File: src/rtl/hazard_if.sv
// Hazard-control bundle: pipeline hazard sources in, stall/flush/PC control out.
// The slave modport is the controller side, the master modport is the pipeline side.
interface hazard_if #(
  parameter int XLEN = 64
);
  logic            imem_wait;
  logic            dmem_wait;
  logic            div_start;
  logic            e_is_load;
  logic [4:0]      e_rd;
  logic [4:0]      d_rs1;
  logic [4:0]      d_rs2;
  logic            d_use_rs1;
  logic            d_use_rs2;
  logic            redirect_valid;
  logic [XLEN-1:0] redirect_pc;

  logic            pc_en;
  logic            pc_redirect;
  logic [XLEN-1:0] pc_target;
  logic            en_fd;
  logic            en_de;
  logic            en_em;
  logic            en_mw;
  logic            flush_fd;
  logic            flush_de;
  logic            flush_em;
  logic            flush_mw;
  logic            div_busy;

  modport slave (
    input  imem_wait, dmem_wait, div_start, e_is_load, e_rd, d_rs1, d_rs2,
           d_use_rs1, d_use_rs2, redirect_valid, redirect_pc,
    output pc_en, pc_redirect, pc_target, en_fd, en_de, en_em, en_mw,
           flush_fd, flush_de, flush_em, flush_mw, div_busy
  );

  modport master (
    output imem_wait, dmem_wait, div_start, e_is_load, e_rd, d_rs1, d_rs2,
           d_use_rs1, d_use_rs2, redirect_valid, redirect_pc,
    input  pc_en, pc_redirect, pc_target, en_fd, en_de, en_em, en_mw,
           flush_fd, flush_de, flush_em, flush_mw, div_busy
  );
endinterface

File: src/rtl/hazard_ctrl.sv
// Central stall/flush controller for the F/D/E/M/W pipeline: memory waits,
// multi-cycle divide, load-use interlock and E-stage redirects (with pending latch).
module hazard_ctrl #(
  parameter int XLEN    = 64,
  parameter int DIV_LAT = 8
) (
  input  logic     clk,
  input  logic     resetn,
  hazard_if.slave  hif
);

  localparam int CNT_W = $clog2(DIV_LAT);

  typedef enum logic [1:0] {IDLE, DIV, DONE} state_t;

  state_t            state;
  logic [CNT_W-1:0]  cnt;
  logic              pend;
  logic [XLEN-1:0]   pend_pc;

  logic              load_use;
  logic              div_stall;

  assign load_use = hif.e_is_load && (hif.e_rd != 5'd0) &&
                    ((hif.d_use_rs1 && (hif.d_rs1 == hif.e_rd)) ||
                     (hif.d_use_rs2 && (hif.d_rs2 == hif.e_rd)));

  assign div_stall = ((state == IDLE) && hif.div_start) || (state == DIV);

  // Everything freezes under a data-memory wait; redirects are ignored while the
  // divider stalls because E re-presents them once it moves again.
  always_ff @(posedge clk) begin
    if (!resetn) begin
      state   <= IDLE;
      cnt     <= '0;
      pend    <= 1'b0;
      pend_pc <= '0;
    end else if (!hif.dmem_wait) begin
      case (state)
        IDLE: begin
          if (hif.div_start) begin
            state <= DIV;
            cnt   <= CNT_W'(DIV_LAT - 1);
          end
        end
        DIV: begin
          cnt <= cnt - 1'b1;
          if (cnt == CNT_W'(1)) state <= DONE;
        end
        DONE:    state <= IDLE;
        default: state <= IDLE;
      endcase

      if (!div_stall) begin
        if (hif.redirect_valid) begin
          pend <= hif.imem_wait;
          if (hif.imem_wait) pend_pc <= hif.redirect_pc;
        end else if (pend && !hif.imem_wait) begin
          pend <= 1'b0;
        end
      end
    end
  end

  always_comb begin
    hif.pc_en       = 1'b1;
    hif.pc_redirect = 1'b0;
    hif.pc_target   = '0;
    hif.en_fd       = 1'b1;
    hif.en_de       = 1'b1;
    hif.en_em       = 1'b1;
    hif.en_mw       = 1'b1;
    hif.flush_fd    = 1'b0;
    hif.flush_de    = 1'b0;
    hif.flush_em    = 1'b0;
    hif.flush_mw    = 1'b0;
    hif.div_busy    = resetn && div_stall;

    if (!resetn) begin
      hif.pc_en    = 1'b0;
      hif.en_fd    = 1'b0;
      hif.en_de    = 1'b0;
      hif.en_em    = 1'b0;
      hif.en_mw    = 1'b0;
      hif.flush_fd = 1'b1;
      hif.flush_de = 1'b1;
      hif.flush_em = 1'b1;
      hif.flush_mw = 1'b1;
    end else if (hif.dmem_wait) begin
      hif.pc_en    = 1'b0;
      hif.en_fd    = 1'b0;
      hif.en_de    = 1'b0;
      hif.en_em    = 1'b0;
      hif.flush_mw = 1'b1;
    end else if (div_stall) begin
      // The divide sits in E; bubbles drain into M while W keeps retiring.
      hif.pc_en    = 1'b0;
      hif.en_fd    = 1'b0;
      hif.en_de    = 1'b0;
      hif.flush_em = 1'b1;
    end else if (hif.redirect_valid && !hif.imem_wait) begin
      hif.pc_redirect = 1'b1;
      hif.pc_target   = hif.redirect_pc;
      hif.flush_fd    = 1'b1;
      hif.flush_de    = 1'b1;
    end else if (hif.redirect_valid) begin
      hif.pc_en    = 1'b0;
      hif.flush_fd = 1'b1;
      hif.flush_de = 1'b1;
    end else if (pend && !hif.imem_wait) begin
      hif.pc_redirect = 1'b1;
      hif.pc_target   = pend_pc;
      hif.flush_fd    = 1'b1;
    end else if (pend) begin
      hif.pc_en    = 1'b0;
      hif.flush_fd = 1'b1;
    end else if (load_use) begin
      // D is held, so F/D must keep its instruction even under a fetch wait.
      hif.pc_en    = 1'b0;
      hif.en_fd    = 1'b0;
      hif.flush_de = 1'b1;
    end else if (hif.imem_wait) begin
      hif.pc_en    = 1'b0;
      hif.flush_fd = 1'b1;
    end
  end

endmodule

File: src/flat_wrapper.sv
// flat-port wrapper written by rule: the top's interface ports become plain ports
module hazard_ctrl_flat 
#(
  parameter int XLEN    = 64,
  parameter int DIV_LAT = 8
)
  (clk, resetn, hif_imem_wait, hif_dmem_wait, hif_div_start, hif_e_is_load, hif_e_rd, hif_d_rs1, hif_d_rs2, hif_d_use_rs1, hif_d_use_rs2, hif_redirect_valid, hif_redirect_pc, hif_pc_en, hif_pc_redirect, hif_pc_target, hif_en_fd, hif_en_de, hif_en_em, hif_en_mw, hif_flush_fd, hif_flush_de, hif_flush_em, hif_flush_mw, hif_div_busy);
  hazard_if #(.XLEN(XLEN)) hif_i ();
  input  logic clk;
  input  logic resetn;
  input wire logic [$bits(hif_i.imem_wait)-1:0] hif_imem_wait;
  input wire logic [$bits(hif_i.dmem_wait)-1:0] hif_dmem_wait;
  input wire logic [$bits(hif_i.div_start)-1:0] hif_div_start;
  input wire logic [$bits(hif_i.e_is_load)-1:0] hif_e_is_load;
  input wire logic [$bits(hif_i.e_rd)-1:0] hif_e_rd;
  input wire logic [$bits(hif_i.d_rs1)-1:0] hif_d_rs1;
  input wire logic [$bits(hif_i.d_rs2)-1:0] hif_d_rs2;
  input wire logic [$bits(hif_i.d_use_rs1)-1:0] hif_d_use_rs1;
  input wire logic [$bits(hif_i.d_use_rs2)-1:0] hif_d_use_rs2;
  input wire logic [$bits(hif_i.redirect_valid)-1:0] hif_redirect_valid;
  input wire logic [$bits(hif_i.redirect_pc)-1:0] hif_redirect_pc;
  output wire logic [$bits(hif_i.pc_en)-1:0] hif_pc_en;
  output wire logic [$bits(hif_i.pc_redirect)-1:0] hif_pc_redirect;
  output wire logic [$bits(hif_i.pc_target)-1:0] hif_pc_target;
  output wire logic [$bits(hif_i.en_fd)-1:0] hif_en_fd;
  output wire logic [$bits(hif_i.en_de)-1:0] hif_en_de;
  output wire logic [$bits(hif_i.en_em)-1:0] hif_en_em;
  output wire logic [$bits(hif_i.en_mw)-1:0] hif_en_mw;
  output wire logic [$bits(hif_i.flush_fd)-1:0] hif_flush_fd;
  output wire logic [$bits(hif_i.flush_de)-1:0] hif_flush_de;
  output wire logic [$bits(hif_i.flush_em)-1:0] hif_flush_em;
  output wire logic [$bits(hif_i.flush_mw)-1:0] hif_flush_mw;
  output wire logic [$bits(hif_i.div_busy)-1:0] hif_div_busy;
  assign hif_i.imem_wait = hif_imem_wait;
  assign hif_i.dmem_wait = hif_dmem_wait;
  assign hif_i.div_start = hif_div_start;
  assign hif_i.e_is_load = hif_e_is_load;
  assign hif_i.e_rd = hif_e_rd;
  assign hif_i.d_rs1 = hif_d_rs1;
  assign hif_i.d_rs2 = hif_d_rs2;
  assign hif_i.d_use_rs1 = hif_d_use_rs1;
  assign hif_i.d_use_rs2 = hif_d_use_rs2;
  assign hif_i.redirect_valid = hif_redirect_valid;
  assign hif_i.redirect_pc = hif_redirect_pc;
  assign hif_pc_en = hif_i.pc_en;
  assign hif_pc_redirect = hif_i.pc_redirect;
  assign hif_pc_target = hif_i.pc_target;
  assign hif_en_fd = hif_i.en_fd;
  assign hif_en_de = hif_i.en_de;
  assign hif_en_em = hif_i.en_em;
  assign hif_en_mw = hif_i.en_mw;
  assign hif_flush_fd = hif_i.flush_fd;
  assign hif_flush_de = hif_i.flush_de;
  assign hif_flush_em = hif_i.flush_em;
  assign hif_flush_mw = hif_i.flush_mw;
  assign hif_div_busy = hif_i.div_busy;
  hazard_ctrl #(.XLEN(XLEN), .DIV_LAT(DIV_LAT)) u_core (.clk(clk), .resetn(resetn), .hif(hif_i));
endmodule
File: config.mk
export PLATFORM = sky130hd
export DESIGN_NAME = hazard_ctrl_flat
export DESIGN_NICKNAME = d
export VERILOG_FILES = /design/src/rtl/hazard_if.sv /design/src/rtl/hazard_ctrl.sv /design/src/flat_wrapper.sv
export SDC_FILE = /design/constraint.sdc
export NUM_CORES = 1
export LEC_CHECK = 0
export CORE_MARGIN = 1
export CORE_UTILIZATION = 42
export CTS_CLUSTER_SIZE = 10
export DETAILED_ROUTE_END_ITERATION = 16
export GPL_TIMING_DRIVEN = 0
export HOLD_SLACK_MARGIN = 0.12
export PLACE_DENSITY = 0.91
export SYNTH_ARGS = -nofsm -noshare
export SYNTH_HDL_FRONTEND = slang
export SYNTH_SLANG_ARGS = --single-unit
File: constraint.sdc
create_clock -name clk -period 1.55 [get_ports clk]
set_clock_uncertainty 0.1 [all_clocks]
set_input_delay 0.155 -clock clk [delete_from_list [all_inputs] [get_ports clk]]
set_output_delay 0.155 -clock clk [all_outputs]
set_load 0.02 [all_outputs]
==> flow_summary.json <==
{
  "run_status": "finished with violations",
  "violations": "negative setup slack",
  "grt_usage": 0.312,
  "arrival_ns": 1.72,
  "grt_max_degree": 13,
  "yosys.area.top_type": "dfxtp_1",
  "fillers": 409,
  "period_minus_slack_ns": 1.97,
  "dr.pass1.iters": 5,
  "fin_area_sq_mm": 0.00721,
  "hold_buffers": 0,
  "drt_iter0_drc": 260,
  "rsz0062_at_grt": "true",
  "clk_pin_slew_ns": 0.08,
  "synth_area_per_cell_sq_um": 7.10,
  "syn-num-nets": 595,
  "final_cell_mix": "nand2_1 (77), clkdlybuf4s50_1 (72), dfxtp_1 (67), a21oi_2 (60), buf_6 (51)",
  "tritoncts": "yes",
  "drc": 0,
  "path_class": "register to output port",
  "slew_violations": 0,
  "cts_sinks": 70,
  "p_per_area_mw_per_mm2": 628,
  "synth-seq-cells": 70,
  "ys_seq_area_frac": 0.391,
  "grt_overflow": 0,
  "fin_crit_sh": 1.27,
  "rows": 33,
  "n_antenna_cell": 0,
  "multiInputGateArea_sq_mm": 0.00304,
  "die_y_microns": 94.4,
  "setup_violations": 136,
  "drt_wl_total_microns": 17200,
  "whs_ns": 0.173,
  "layout.area.seq_sq_mm": 0.00141,
  "ctsLongestPathBuffers": 2,
  "area_growth_pct": 101,
  "htree_num_levels": 3,
  "p_leak_nw": 2.78,
  "peakVddDrop_mv": 0.605,
  "min_path_type": "input port to register",
  "clock-root-buffer": "clkbuf_8",
  "syn_inst": 505,
  "dpl.hpwl_microns": 8400,
  "cts_made_buffers": 9,
  "cp.required_ns": 1.29,
  "viasPerCell": 6.00,
  "tightest_slew_ns": 0.799,
  "post_dp_cell_area_sq_mm": 0.00539,
  "port_buffers": 161,
  "die_w_microns": 94.4,
  "crit_path_start_kind": "register",
  "initial_utilization": 0.434,
  "final_common_cell": "nand2_1",
  "grt_pass1_vias": 4559,
  "drv_cap": 0,
  "core_area_sq_mm": 0.00826,
  "synth_top_area_frac": 0.391,
  "drive_gt1_frac": 0.526,
  "die_area_sq_mm": 0.00891,
  "hold_violations": 0,
  "fmax_ghz": 0.507,
  "num_vias": 4909,
  "io_pins": 163,
  "fin_nets": 798,
  "ant_nets": 0,
  "layout_setup_ws_ns": -0.424,
  "worstPathMaxFanout": 6,
  "synth_cell_types": 31,
  "relSlewSlack": 0.468,
  "antenna_found_initial": 0,
  "clock_latency_ns": 0.34,
  "yosys_warnings": 0,
  "endpoint_kind": "output port",
  "grt_pass1_wl_microns": 21700,
  "ys_top_cells_by_area": "dfxtp_1 (39%), nand2_1 (14%), a22oi_1 (13%)",
  "synth_area_sq_mm": 0.00359,
  "wl_per_cell_microns": 21.0,
  "gp_congestion": 0.868
}
## report_power, final
part	switching [mW]	total (mW)	internal (mW)
Sequential	0.0403	1.88	1.84
Clock	0.771	1.51	0.739
Combinational	0.595	1.14	0.543
Total	1.41	4.53	3.13
## worst max-delay path: stages (launching register included)
cell and delay (ns):
dfxtp_4 0.36, o21bai_4 0.21, nand2_4 0.13, buf_12 0.17, buf_12 0.14, nor2_1 0.17, buf_4 0.18
## cell usage after synthesis (all sizes together)
cell       n
nand2    133
nor2      74
dfxtp     70
a21oi     68
a22oi     64
clkbuf    25
buf       21
xnor2     10
inv        7
a211oi     4
nor3       4
nor3b      4
nor2b      3
o21ai      3
ha         2
nand4      2
a221o      1
a2bb2oi    1
a32oi      1
and4b      1
nand2b     1
nand4b     1
o211a      1
o21bai     1
o22ai      1
o31ai      1
or4        1
## timing repair
action                                  in CTS  in global routing
gates cloned                                16                  2
endpoints found under the setup margin     135                136
endpoints found under the hold margin        0                  0
buffers inserted                            18                  1
resized for setup                          594                226
pin swaps                                   54                116
## stage by stage
stage / total power [mW] / setup TNS (ns) / setup slack (ns) / utilization / cells
after global routing: 4.66 / -37.00 / -0.451 / 0.873 / 818
after detailed placement: 2.67 / -103.08 / -1.22 / 0.652 / 771
after CTS: 4.26 / -25.26 / -0.339 / 0.775 / 820
final: 4.53 / -31.78 / -0.424 / 0.873 / 818
after global placement: 2.65 / -96.95 / -1.19 / 0.652 / 771
after floorplan: 2.27 / -1.18 / -0.0920 / - / 505
## state kept, by name (all words and copies together) (netlist names)
register        cells
u_core.state        2
u_core.pend_pc     64
u_core.pend         1
u_core.cnt          3
## worst paths after layout
check,start,end,slack [ns],cells after the start
max reg2reg,u_core.state[0],u_core.pend_pc[20],-0.24,8
min reg2reg,u_core.pend_pc[9],u_core.pend_pc[9],0.37,2
min,hif_imem_wait,u_core.pend,0.17,3
max,u_core.state[0],hif_pc_target[50],-0.42,6
## logic make-up (layout without fill, tap and decap cells)
logic type	Yosys count	after routing	share of synthesized area
buf+inv	53	261	0.0687
flops	70	70	0.391
compound gates	146	146	0.260
simple gates	224	224	0.249
fa+ha+maj	2	2	0.00697
xor+xnor	10	10	0.0244
## final cells by class
cell class / count / area share
multi-input cells: 382 / 0.421
repair buffers: 195 / 0.280
flip-flops and latches: 70 / 0.195
plain buffers: 43 / 0.0550
well taps: 105 / 0.0182
clock buffers: 10 / 0.0177
clock inverters: 6 / 0.00867
inverters: 7 / 0.00364
## per-layer routing
layer / GRT usage / vias up / wire length (microns)
met5: 0 / - / 0
met4: 0.118 / 0 / 657
met3: 0.0515 / 75 / 1280
met2: 0.579 / 324 / 9180
met1: 0.354 / 2368 / 6060
li1: - / 2142 / -
(Power assumes the default switching activity.)
